**src/rtl/module_seg7_if.sv**
```systemverilog
// ============================================================================
// Module   : module_seg7_if
// Brief    : Data bits and the fourteen segment lines of the two-digit display.
// Revision : 1.0 - initial release
// ============================================================================
`default_nettype none

interface module_seg7_if;
    logic A, B, C, D;
    logic au, bu, cu, du, eu, fu, gu;
    logic ad, bd, cd, dd, ed, fd, gd;

    modport master (
        output A, B, C, D,
        input  au, bu, cu, du, eu, fu, gu,
        input  ad, bd, cd, dd, ed, fd, gd
    );

    modport slave (
        input  A, B, C, D,
        output au, bu, cu, du, eu, fu, gu,
        output ad, bd, cd, dd, ed, fd, gd
    );
endinterface

`default_nettype wire

```
**src/rtl/module_seg7.sv**
```systemverilog
// ============================================================================
// Module   : module_seg7
// Brief    : 4-bit value to registered two-digit decimal 7-segment drive.
// Revision : 1.0 - initial release
// ============================================================================
`default_nettype none

module module_seg7 #(
    parameter bit SEG_ACTIVE_LOW     = 1'b0,
    parameter bit BLANK_LEADING_ZERO = 1'b0
) (
    input wire           clk,
    input wire           rst_n,
    module_seg7_if.slave seg
);

    localparam logic [6:0] c_DARK     = {7{SEG_ACTIVE_LOW}};
    localparam logic [6:0] c_PAT_ZERO = 7'b1111110;
    localparam logic [6:0] c_PAT_ONE  = 7'b0110000;
    localparam logic [3:0] c_TEN      = 4'd10;

    // Segment order within each pattern is abcdefg, a in the MSB.
    function automatic logic [6:0] f_digit(input logic [3:0] digit);
        logic [6:0] pat;
        case (digit)
            4'd0:    pat = 7'b1111110;
            4'd1:    pat = 7'b0110000;
            4'd2:    pat = 7'b1101101;
            4'd3:    pat = 7'b1111001;
            4'd4:    pat = 7'b0110011;
            4'd5:    pat = 7'b1011011;
            4'd6:    pat = 7'b1011111;
            4'd7:    pat = 7'b1110000;
            4'd8:    pat = 7'b1111111;
            4'd9:    pat = 7'b1111011;
            default: pat = 7'b0000000;
        endcase
        return pat;
    endfunction

    logic [3:0] w_value;
    logic       w_ge_ten;
    logic [3:0] w_units_digit;
    logic [6:0] w_tens_pat;
    logic [6:0] w_units_seg;
    logic [6:0] w_tens_seg;
    logic [6:0] r_units;
    logic [6:0] r_tens;

    assign w_value       = {seg.A, seg.B, seg.C, seg.D};
    assign w_ge_ten      = (w_value >= c_TEN);
    assign w_units_digit = w_ge_ten ? (w_value - c_TEN) : w_value;

    always_comb begin
        w_tens_pat = c_PAT_ZERO;
        if (w_ge_ten) begin
            w_tens_pat = c_PAT_ONE;
        end else if (BLANK_LEADING_ZERO) begin
            w_tens_pat = 7'b0000000;
        end
    end

    assign w_units_seg = f_digit(w_units_digit) ^ c_DARK;
    assign w_tens_seg  = w_tens_pat ^ c_DARK;

    // Output flops keep the pins glitch-free between edges; reset blanks them at once.
    always_ff @(posedge clk or negedge rst_n) begin
        if (!rst_n) begin
            r_units <= c_DARK;
            r_tens  <= c_DARK;
        end else begin
            r_units <= w_units_seg;
            r_tens  <= w_tens_seg;
        end
    end

    assign {seg.au, seg.bu, seg.cu, seg.du, seg.eu, seg.fu, seg.gu} = r_units;
    assign {seg.ad, seg.bd, seg.cd, seg.dd, seg.ed, seg.fd, seg.gd} = r_tens;

endmodule

`default_nettype wire

```
**src/flat_wrapper.sv**
```systemverilog
// flat-port wrapper written by rule: the top's interface ports become plain ports
module module_seg7_flat 
#(
    parameter bit SEG_ACTIVE_LOW     = 1'b0,
    parameter bit BLANK_LEADING_ZERO = 1'b0
)
  (clk, rst_n, seg_A, seg_B, seg_C, seg_D, seg_au, seg_bu, seg_cu, seg_du, seg_eu, seg_fu, seg_gu, seg_ad, seg_bd, seg_cd, seg_dd, seg_ed, seg_fd, seg_gd);
  module_seg7_if seg_i ();
  input wire clk;
  input wire rst_n;
  input wire logic [$bits(seg_i.A)-1:0] seg_A;
  input wire logic [$bits(seg_i.B)-1:0] seg_B;
  input wire logic [$bits(seg_i.C)-1:0] seg_C;
  input wire logic [$bits(seg_i.D)-1:0] seg_D;
  output wire logic [$bits(seg_i.au)-1:0] seg_au;
  output wire logic [$bits(seg_i.bu)-1:0] seg_bu;
  output wire logic [$bits(seg_i.cu)-1:0] seg_cu;
  output wire logic [$bits(seg_i.du)-1:0] seg_du;
  output wire logic [$bits(seg_i.eu)-1:0] seg_eu;
  output wire logic [$bits(seg_i.fu)-1:0] seg_fu;
  output wire logic [$bits(seg_i.gu)-1:0] seg_gu;
  output wire logic [$bits(seg_i.ad)-1:0] seg_ad;
  output wire logic [$bits(seg_i.bd)-1:0] seg_bd;
  output wire logic [$bits(seg_i.cd)-1:0] seg_cd;
  output wire logic [$bits(seg_i.dd)-1:0] seg_dd;
  output wire logic [$bits(seg_i.ed)-1:0] seg_ed;
  output wire logic [$bits(seg_i.fd)-1:0] seg_fd;
  output wire logic [$bits(seg_i.gd)-1:0] seg_gd;
  assign seg_i.A = seg_A;
  assign seg_i.B = seg_B;
  assign seg_i.C = seg_C;
  assign seg_i.D = seg_D;
  assign seg_au = seg_i.au;
  assign seg_bu = seg_i.bu;
  assign seg_cu = seg_i.cu;
  assign seg_du = seg_i.du;
  assign seg_eu = seg_i.eu;
  assign seg_fu = seg_i.fu;
  assign seg_gu = seg_i.gu;
  assign seg_ad = seg_i.ad;
  assign seg_bd = seg_i.bd;
  assign seg_cd = seg_i.cd;
  assign seg_dd = seg_i.dd;
  assign seg_ed = seg_i.ed;
  assign seg_fd = seg_i.fd;
  assign seg_gd = seg_i.gd;
  module_seg7 #(.SEG_ACTIVE_LOW(SEG_ACTIVE_LOW), .BLANK_LEADING_ZERO(BLANK_LEADING_ZERO)) u_core (.clk(clk), .rst_n(rst_n), .seg(seg_i));
endmodule
```
**config.mk**
```make
export PLATFORM = sky130hd
export DESIGN_NAME = module_seg7_flat
export DESIGN_NICKNAME = d
export VERILOG_FILES = /design/src/rtl/module_seg7_if.sv /design/src/rtl/module_seg7.sv /design/src/flat_wrapper.sv
export SDC_FILE = /design/constraint.sdc
export NUM_CORES = 1
export LEC_CHECK = 0
export ABC_CLOCK_PERIOD_IN_PS = 850
export BUFFER_PORTS_ARGS = -buffer_cell sky130_fd_sc_hd__buf_2
export CAP_MARGIN = 20
export CORE_MARGIN = 2
export CORE_UTILIZATION = 48
export DETAILED_ROUTE_END_ITERATION = 8
export GPL_TIMING_DRIVEN = 0
export PLACE_DENSITY = 0.79
export SLEW_MARGIN = 20
export SYNTH_ARGS = -nofsm -noshare
export SYNTH_HDL_FRONTEND = slang
export SYNTH_SLANG_ARGS = --single-unit
```
**constraint.sdc**
```tcl
create_clock -name clk -period 0.85 [get_ports clk]
set_input_delay 0.17 -clock clk [delete_from_list [all_inputs] [get_ports clk]]
set_output_delay 0.17 -clock clk [all_outputs]
set_load 0.1 [all_outputs]
```
==> results of run 1 <==
[Yosys cell counts]
library cell	instances	area, um2
o32a_1	1	10.01
a31oi_1	2	12.51
buf_4	5	37.54
buf_2	5	25.02
nor3b_1	1	7.510
a221oi_2	1	15.01
o22ai_1	1	6.260
a22oi_1	1	7.510
and2_4	1	8.760
a211o_1	1	8.760
o21ai_0	6	30.03
a211oi_1	3	22.52
dfrtp_1	9	225.2
and3_1	1	6.260
inv_1	5	18.77
or3b_2	1	8.760
nor2_1	3	11.26
o2bb2ai_1	1	8.760
o2111ai_1	1	8.760
nand2_1	1	3.750
or3_1	1	6.260
a311oi_1	1	8.760
nand3b_1	2	15.01
nand2b_1	2	12.51
nand3_1	2	10.01
ha_1	4	50.05
a21oi_1	5	25.02
conb_1	2	7.510
o31a_1	2	17.52
nor2b_1	1	6.260
or2_2	1	6.260
[timing repair]
action                                 CTS
pin swaps                                8
buffers inserted                         8
gates resized for setup                 59
setup endpoints to repair               20
hold buffers                             1
endpoints found under the hold margin    9
[cells by family after synthesis]
| group | after synthesis | share of synthesized area |
|---|---|---|
| AO/OA/AOI/OAI | 26 | 0.2799 |
| AND/OR/NAND/NOR | 17 | 0.1583 |
| adder cells (fa/ha/maj) | 4 | 0.07722 |
| buffers and inverters | 15 | 0.1255 |
| flip-flops | 9 | 0.3475 |
| other | 2 | 0.01159 |
[stage by stage]
| stage | hold WS (ps) | setup WS (ps) | instance area [um2] |
|---|---|---|---|
| detailed placement | 24.07 | -820.3 | 883.3 |
| global placement | 18.82 | -815.4 | 883.3 |
| CTS | 201.3 | -403.1 | 1186 |
| floorplan | -125.6 | -519.9 | 774.5 |
==> results.yml, run 1 <==
placed_design:
  place_inst: 106
  dp.final_hpwl_um: 1067
  gp_congestion: 0.8512
  port_buffers: 18
yosys:
  ys_seq_area_frac: 0.3475
  ys_warn_count: 0
  syn_area_um2: 648.1
  synth_fp_nets: 83
  ys_seq_elements: 9
  syn_inst: 73
  ys_types: 31
  syn_area_per_cell_um2: 8.878
floorplanning:
  start_util: 0.5044
  ios: 20
  die_width_um: 40.75
  die_y_um: 40.75
  row_count: 13
run_status:
  stop_stage: "5_1_grt"
  status: "did not finish"
  error: "[ERROR DPL-0038] Utilization greater than 100%, impossible to legalize"
global_route:
  grt_max_degree: 11
timing:
  grt-worst-endpoint: "u_core.r_units[5]$_DFF_PN0_/D"
  worst_path_end_type: "register input"
cts:
  htreeDepth: 1
  clock-sinks: 9
  clockBufferDepth: 2
  root_buffer: "clkbuf_4"
  numCtsBuffers: 3
==> inputs of run 2 (changes only) <==
--- a/config.mk
+++ b/config.mk
@@ -8,11 +8,11 @@
 export ABC_CLOCK_PERIOD_IN_PS = 850
 export BUFFER_PORTS_ARGS = -buffer_cell sky130_fd_sc_hd__buf_2
 export CAP_MARGIN = 20
-export CORE_MARGIN = 2
-export CORE_UTILIZATION = 48
+export CORE_AREA = 2 2 63 65
 export DETAILED_ROUTE_END_ITERATION = 8
+export DIE_AREA = 0 0 65 67
 export GPL_TIMING_DRIVEN = 0
-export PLACE_DENSITY = 0.79
+export PLACE_DENSITY_LB_ADDON = 0.15
 export SLEW_MARGIN = 20
 export SYNTH_ARGS = -nofsm -noshare
 export SYNTH_HDL_FRONTEND = slang
==> results.yml, run 2 <==
run_status:
  status: "finished with violations"
  violations: "negative setup slack"
yosys:
  synth_top_family_by_area: "compound AO/OA/AOI/OAI gates"
  synth_fp_nets: 83
  synth_area_leaders: "dfrtp_1 35%, ha_1 7.7%, buf_4 5.8%, o21ai_0 4.6%, a21oi_1 3.9%"
  syn_area_per_cell_um2: 8.878
  synth_xor_area_frac: 0
  yosys.area_share.simple: 0.1583
  syn_area_um2: 648.1
  synthTopCellsByCount: "9 x dfrtp_1, 6 x o21ai_0"
  ys_async_sr_fraction: 1.000
  yosysTopAreaCell: "dfrtp_1"
  ys_types: 31
  ys_seq_area_frac: 0.3475
  synthMuxAreaShare: 0
  ys_warn_count: 0
  ys_seq_elements: 9
  synth_ff_type: "dfrtp_1"
  synth_compound_area_frac: 0.2799
  yosysMostFrequentCell: "dfrtp_1"
  yosysTopAreaCellShare: 0.3475
  synth_edf_count: 0
  synthAdderAreaFrac: 0.07722
  syn_inst: 73
global_route:
  antenna_found_initial: 0
  grt_pass1_wl_um: 3374
  gr-usage-all-layers: 0.1005
  grt_pass1_vias: 709
  grt_max_degree: 11
  grt_overflow: 0
critical_path:
  path_depth: 6
  critPathBufInv: 2
  cpLargestDelayFamily: "simple AND/OR/NAND/NOR gates"
  crit_path_end_kind: "register"
  slowest_stage: "or3_4"
  critical_path_class: "in2reg"
  cp-start-kind: "primary input"
  arrival_ps: 1410
  cp_cell_sequence: "buf_8 > clkinvlp_4 > ha_4 > and2_4 > or3_4 > a221oi_2"
  path_max_fanout: 4
  critical_path_required_ps: 980
  critPathMaxStageDelay_ps: 360
placed_design:
  dp_slack_ps: -856.9
  place_inst: 139
  dp.final_hpwl_um: 1344
  port_buffers: 18
  gp_congestion: 0.7259
  placed_area_um2: 924.6
power_and_ir_drop:
  pwr_density_cell_nw_per_um2: 1601
  leakagePower_nw: 0.5234
  p_total_mw: 2.089
  ir_drop_uv: 405.7
layout:
  largest_reg_flops: 7
  syn_to_final_growth_pct: 101.4
  max_flop_register: "u_core.r_units"
  drive_above_1_share: 0.6476
  instances_no_fill: 153
  fin_nets: 116
  final_common_cell: "buf_4"
  reg.largest.list: "u_core.r_units: 7 flops, u_core.r_tens: 2 flops"
  insertedDiodeCount: 0
  final_cell_mix: "11 x buf_4, 10 x buf_12, 8 x buf_8, 5 x buf_6, 5 x dfrtp_2"
  fin_util: 0.3619
  stdcell_area_um2: 1305
floorplanning:
  die_width_um: 65
  die_y_um: 67
  start_util: 0.1797
  row_count: 22
  ios: 20
  core_um2: 3606
  dieArea_um2: 4355
drt:
  drtIter0Drc: 10
  routed_wl_um: 1976
  routedWlPerCell_um: 12.92
  ant_nets: 0
  via_count: 680
  via_per_inst: 4.444
  drc: 0
  dr.pass1.iters: 4
cts:
  cts_tree: "done"
  clock-sinks: 9
  root_buffer: "clkbuf_8"
  htreeDepth: 1
  clockBufferDepth: 2
  numCtsBuffers: 3
  path_clk_slew_ps: 40
timing:
  final-setup-viol-count: 20
  hold_viol: 0
  grt_setup_unrepaired: "yes"
  timing.final.ws_setup_ps: -421.8
  final.period_utilization: 1.496
  timing.fmax_ghz: 0.7863
  period_minus_slack_ps: 1272
  slew_violations: 0
run:
  cap_violations: 0
hold_path:
  hp-class: "in2reg"
  hold_depth: 2
run 2: area by class of cell:
type	instances	area, um2
fill	363	2301
timing repair buffer	29	357.8
clock buffer	4	45.04
sequential	9	239.0
buffer	9	126.4
multi-input combinational	49	449.2
tap	48	60.06
inverter	5	27.53
run 2: path summary, 6_finish.rpt:
kind                       startpoint                     endpoint  slack [ps]
worst max-delay path            seg_C  u_core.r_units[1]$_DFF_PN0_        -420
worst min-delay path            seg_A   u_core.r_tens[3]$_DFF_PN0_         220
max in group asynchronous       rst_n   u_core.r_tens[3]$_DFF_PN0_         330
min in group asynchronous       rst_n   u_core.r_tens[5]$_DFF_PN0_         320
run 2: power breakdown:
part / leakage, nW / switching, mW / total (mW) / internal, mW
combinational: 0.407 / 0.681 / 1.09 / 0.412
clock: 0.0228 / 0.152 / 0.477 / 0.325
sequential: 0.0938 / 0.0364 / 0.519 / 0.483
total: 0.523 / 0.869 / 2.09 / 1.22
run 2: kinds of logic (layout without fill, tap and decap cells):
kind of cell,Yosys count,count (layout)
AO/OA/AOI/OAI,26,26
adder cells (fa/ha/maj),4,4
buffers and inverters,15,47
flip-flops,9,9
other,2,2
AND/OR/NAND/NOR,17,17
run 2: per-layer routing:
metal	GRT usage	routed length, um
met5	0	0
met4	0.04255	27
met3	0.01351	86
met2	0.1869	1063
met1	0.1142	798
run 2: through the flow:
stage / hold slack (ps) / setup TNS, ps
after global routing: 246.6 / -5781
after CTS: 237.9 / -5086
after global placement: 24.67 / -6523
final: 219.7 / -5221
after detailed placement: 27.38 / -6548
after floorplan: -125.6 / -3614
run 2: what timing repair did:
item | 4_1_cts | 5_1_grt
hold buffers | 1 | 0
pin swaps | 10 | 6
buffers inserted | 8 | 2
gates resized for setup | 63 | 8
endpoints found under the hold margin | 9 | 0
endpoints found under the setup margin | 20 | 20
Note: power is estimated with default switching activity, not from simulation.
==> inputs of run 3 (changes only) <==
--- a/config.mk
+++ b/config.mk
@@ -12,7 +12,8 @@
 export DETAILED_ROUTE_END_ITERATION = 8
 export DIE_AREA = 0 0 65 67
 export GPL_TIMING_DRIVEN = 0
-export PLACE_DENSITY_LB_ADDON = 0.15
+export MAX_ROUTING_LAYER = met4
+export PLACE_DENSITY_LB_ADDON = 0.2
 export SLEW_MARGIN = 20
 export SYNTH_ARGS = -nofsm -noshare
 export SYNTH_HDL_FRONTEND = slang
==> results.yml, run 3 (synthesized netlist as in run 2, its figures left out) <==
run:
  cap_violations: 0
cts:
  htreeDepth: 1
  path_clk_slew_ps: 40
  cts_tree: "done"
  clock-sinks: 9
  clockBufferDepth: 2
  root_buffer: "clkbuf_8"
  numCtsBuffers: 3
floorplanning:
  die_y_um: 67
  ios: 20
  die_width_um: 65
  dieArea_um2: 4355
  row_count: 22
  core_um2: 3606
  start_util: 0.1797
timing:
  grt_setup_unrepaired: "yes"
  timing.fmax_ghz: 0.7813
  hold_slack_ps: 224.4
  slew_violations: 0
  hold_viol: 0
  final-setup-viol-count: 20
  period_minus_slack_ps: 1280
  final.period_utilization: 1.506
  timing.final.ws_setup_ps: -429.9
global_route:
  gr-usage-all-layers: 0.09251
  grt_max_degree: 11
  grt_pass1_vias: 620
  grt_pass1_wl_um: 2939
  antenna_found_initial: 0
  grt_overflow: 0
power_and_ir_drop:
  ir_drop_uv: 403.7
  leakagePower_nw: 0.5393
  pwr_density_cell_nw_per_um2: 1581
drt:
  dr.pass1.iters: 4
  ant_nets: 0
  routedWlPerCell_um: 12.33
  drtIter0Drc: 11
  via_count: 668
  routed_wl_um: 1899
  drc: 0
  via_per_inst: 4.338
layout:
  insertedDiodeCount: 0
  fin_util: 0.3786
  drive_above_1_share: 0.7170
  largest_reg_flops: 7
  fillCellCount: 361
  stdcell_area_um2: 1365
  final_cell_mix: "10 x buf_4, 10 x buf_12, 8 x buf_8, 7 x buf_6, 5 x dfrtp_2"
  reg.largest.list: "u_core.r_units: 7 flops, u_core.r_tens: 2 flops"
  max_flop_register: "u_core.r_units"
  syn_to_final_growth_pct: 110.6
  fin_nets: 117
placed_design:
  placed_area_um2: 924.6
  dp.final_hpwl_um: 1289
  gp_congestion: 0.8167
  port_buffers: 18
critical_path:
  critPathMaxStageDelay_ps: 360
  crit_path_end_kind: "register"
  cp_cell_sequence: "buf_8 > clkinvlp_4 > ha_4 > and2_4 > or3_4 > a221oi_2"
  slowest_stage: "or3_4"
  path_max_fanout: 5
  critical_path_required_ps: 990
  critPathBufInv: 2
  cp-start-kind: "primary input"
  arrival_ps: 1420
  critical_path_class: "in2reg"
  cpLargestDelayFamily: "simple AND/OR/NAND/NOR gates"
hold_path:
  hp-class: "in2reg"
run_status:
  violations: "negative setup slack"
  status: "finished with violations"
-- run 3: final timing paths --
check                      start                           to  depth (start not counted)
max in group asynchronous  rst_n   u_core.r_tens[5]$_DFF_PN0_                          2
max                        seg_C  u_core.r_units[1]$_DFF_PN0_                          6
min in group asynchronous  rst_n  u_core.r_units[6]$_DFF_PN0_                          2
min                        seg_A   u_core.r_tens[3]$_DFF_PN0_                          2
-- run 3: repair_timing --
action                     CTS  global route
hold buffers                 1             0
setup endpoints to repair   20            21
gates resized for setup     64            21
hold endpoints to repair     9             0
buffers inserted             8             4
pin swaps                   12             9
-- run 3: area by class of cell --
type / instances / area [um2] / share of cell area
timing repair buffer: 30 / 372.9 / 0.2731
inverter: 5 / 27.53 / 0.02016
buffer: 9 / 126.4 / 0.09258
clock buffer: 4 / 45.04 / 0.03300
sequential: 9 / 239.0 / 0.1751
multi-input combinational: 49 / 494.2 / 0.3621
tap: 48 / 60.06 / 0.04400
-- run 3: through the flow --
stage | setup slack (ps) | power (mW) | TNS (ps) | std cells
floorplan | -519.9 | 1.213 | -3614 | 73
global route | -488.0 | 2.261 | -5861 | 154
global placement | -866.5 | 1.349 | -6584 | 139
CTS | -463.2 | 2.094 | -5600 | 151
detailed placement | -847.9 | 1.351 | -6540 | 139
finish | -429.9 | 2.159 | -5203 | 154
-- run 3: report_power, final --
part           total [mW]  internal (mW)  switching, mW
Combinational        1.15          0.449          0.699
Sequential          0.521          0.483         0.0379
Clock               0.490          0.326          0.164
Total                2.16           1.26          0.900
-- run 3: layer usage --
metal | vias up | GRT usage | share of wire
met5 | - | - | 0
met2 | 26 | 0.1482 | 0.49
met1 | 314 | 0.1082 | 0.44
li1 | 324 | - | -
met4 | 0 | 0.05585 | 0.020
met3 | 4 | 0.01689 | 0.049
==> inputs of run 4 (changes only) <==
--- a/config.mk
+++ b/config.mk
@@ -13,7 +13,7 @@
 export DIE_AREA = 0 0 65 67
 export GPL_TIMING_DRIVEN = 0
 export MAX_ROUTING_LAYER = met4
-export PLACE_DENSITY_LB_ADDON = 0.2
+export PLACE_DENSITY = 0.43
 export SLEW_MARGIN = 20
 export SYNTH_ARGS = -nofsm -noshare
 export SYNTH_HDL_FRONTEND = slang
==> results.yml, run 4 (synthesized netlist as in run 2, its figures left out) <==
layout:
  syn_to_final_growth_pct: 109.5
  drive_above_1_share: 0.6518
  max_flop_register: "u_core.r_units"
  reg.largest.list: "u_core.r_units: 7 flops, u_core.r_tens: 2 flops"
  final_common_cell: "buf_4"
  insertedDiodeCount: 0
  instances_no_fill: 160
  largest_reg_flops: 7
  final_cell_mix: "14 x buf_4, 10 x buf_6, 10 x buf_12, 7 x buf_8, 5 x dfrtp_2"
  fin_util: 0.3765
  fin_nets: 123
floorplanning:
  ios: 20
  die_y_um: 67
  die_width_um: 65
  core_um2: 3606
  start_util: 0.1797
  dieArea_um2: 4355
  row_count: 22
cts:
  cts_tree: "done"
  root_buffer: "clkbuf_8"
  clock-sinks: 9
  htreeDepth: 1
  path_clk_slew_ps: 40
  numCtsBuffers: 3
  clockBufferDepth: 2
drt:
  dr.pass1.iters: 4
  routed_wl_um: 1951
  ant_nets: 0
  routedWlPerCell_um: 12.19
  drc: 0
  via_count: 696
  via_per_inst: 4.350
  drtIter0Drc: 36
placed_design:
  dp.final_hpwl_um: 1289
  port_buffers: 18
  gp_congestion: 0.8204
  dp_slack_ps: -877.1
  place_inst: 139
run_status:
  violations: "negative setup slack"
  status: "finished with violations"
critical_path:
  slowest_stage: "o31a_1"
  worst_path_most_repeated_cell: "buf_6"
  crit_path_end_kind: "register"
  path_max_fanout: 4
  critical_path_class: "in2reg"
  cp_cell_sequence: "buf_6 > buf_8 > inv_6 > ha_4 > and2_4 > buf_6 > o31a_1 > a221oi_2"
  critical_path_required_ps: 980
  critPathMaxStageDelay_ps: 280
  cp-start-kind: "primary input"
  arrival_ps: 1410
timing:
  finalSetupTns_ps: -5086
  final-setup-viol-count: 20
  hold_viol: 0
  slew_violations: 0
  timing.fmax_ghz: 0.7826
  period_minus_slack_ps: 1278
  timing.final.ws_setup_ps: -427.8
  grt_setup_unrepaired: "yes"
  final.period_utilization: 1.503
hold_path:
  hp-class: "in2reg"
  whs_endpoint: "u_core.r_tens[3]$_DFF_PN0_"
  hold_depth: 2
  hold_start: "seg_A"
power_and_ir_drop:
  leakagePower_nw: 0.5590
  ir_drop_uv: 433.8
  pwr_density_cell_nw_per_um2: 1574
global_route:
  grt_pass1_vias: 665
  grt_pass1_wl_um: 3167
  gr-usage-all-layers: 0.09692
  grt_overflow: 0
  antenna_found_initial: 0
  grt_max_degree: 11
run:
  cap_violations: 0
## run 4: cell types whose count changed in the layout (fill, tap and decap cells not counted), sizes merged
| cell | delta |
|---|---|
| buf | +6 |
## run 4: final cells by class
| type | instances | area (um2) |
|---|---|---|
| tap | 48 | 60.06 |
| clock buffer | 4 | 45.04 |
| timing repair buffer | 35 | 406.6 |
| sequential | 9 | 239.0 |
| buffer | 10 | 141.4 |
| fill | 360 | 2248 |
| inverter | 5 | 27.53 |
| multi-input combinational | 49 | 437.9 |
## run 4: through the flow
stage	hold slack [ps]	area [um2]	power [mW]
after floorplan	-125.6	774.5	1.213
after global placement	23.49	924.6	1.348
after detailed placement	26.90	924.6	1.351
after CTS	226.0	1270	2.075
after global routing	215.5	1358	2.238
final	207.7	1358	2.137
## run 4: worst max-delay path, delay by kind of cell
kind / cells / cell delay [ps]
AOI/OAI and AO/OA: 2 / 500
adders and majority gates: 1 / 200
buffers and inverters: 4 / 390
and+or+nand+nor: 1 / 150
## run 4: worst max-delay path by stage
| stage | from | endpoint | slack, ps | cells past startpoint |
|---|---|---|---|---|
| 2_1_floorplan | seg_C | u_core.r_units[5]$_DFF_PN0_ | -520 | 7 |
| 3_3_place_gp | seg_C | u_core.r_units[5]$_DFF_PN0_ | -860 | 8 |
| 3_5_place_dp | seg_C | u_core.r_units[5]$_DFF_PN0_ | -880 | 8 |
| 4_1_cts | seg_C | u_core.r_units[1]$_DFF_PN0_ | -450 | 6 |
| 5_1_grt | seg_C | u_core.r_units[5]$_DFF_PN0_ | -460 | 7 |
| 6_report | seg_B | u_core.r_units[1]$_DFF_PN0_ | -430 | 8 |
## run 4: what timing repair did
| item | in CTS | in global routing |
|---|---|---|
| resized for setup | 58 | 15 |
| endpoints found under the setup margin | 20 | 20 |
| pin swaps | 8 | 5 |
| hold endpoints to repair | 9 | 0 |
| hold buffers | 1 | 0 |
| setup buffers | 10 | 6 |
## run 4: power by group
part / switching [mW] / internal, mW / total, mW
Combinational: 0.686 / 0.458 / 1.14
Clock: 0.149 / 0.325 / 0.474
Sequential: 0.0365 / 0.483 / 0.519
## run 4: layer usage
| layer | vias up | wire (um) | global-route usage |
|---|---|---|---|
| met1 | 334 | 816 | 0.1204 |
| li1 | 334 | - | - |
| met3 | 2 | 98 | 0.01520 |
| met2 | 26 | 1023 | 0.1534 |
| met4 | 0 | 12 | 0.04787 |
| met5 | - | 0 | - |
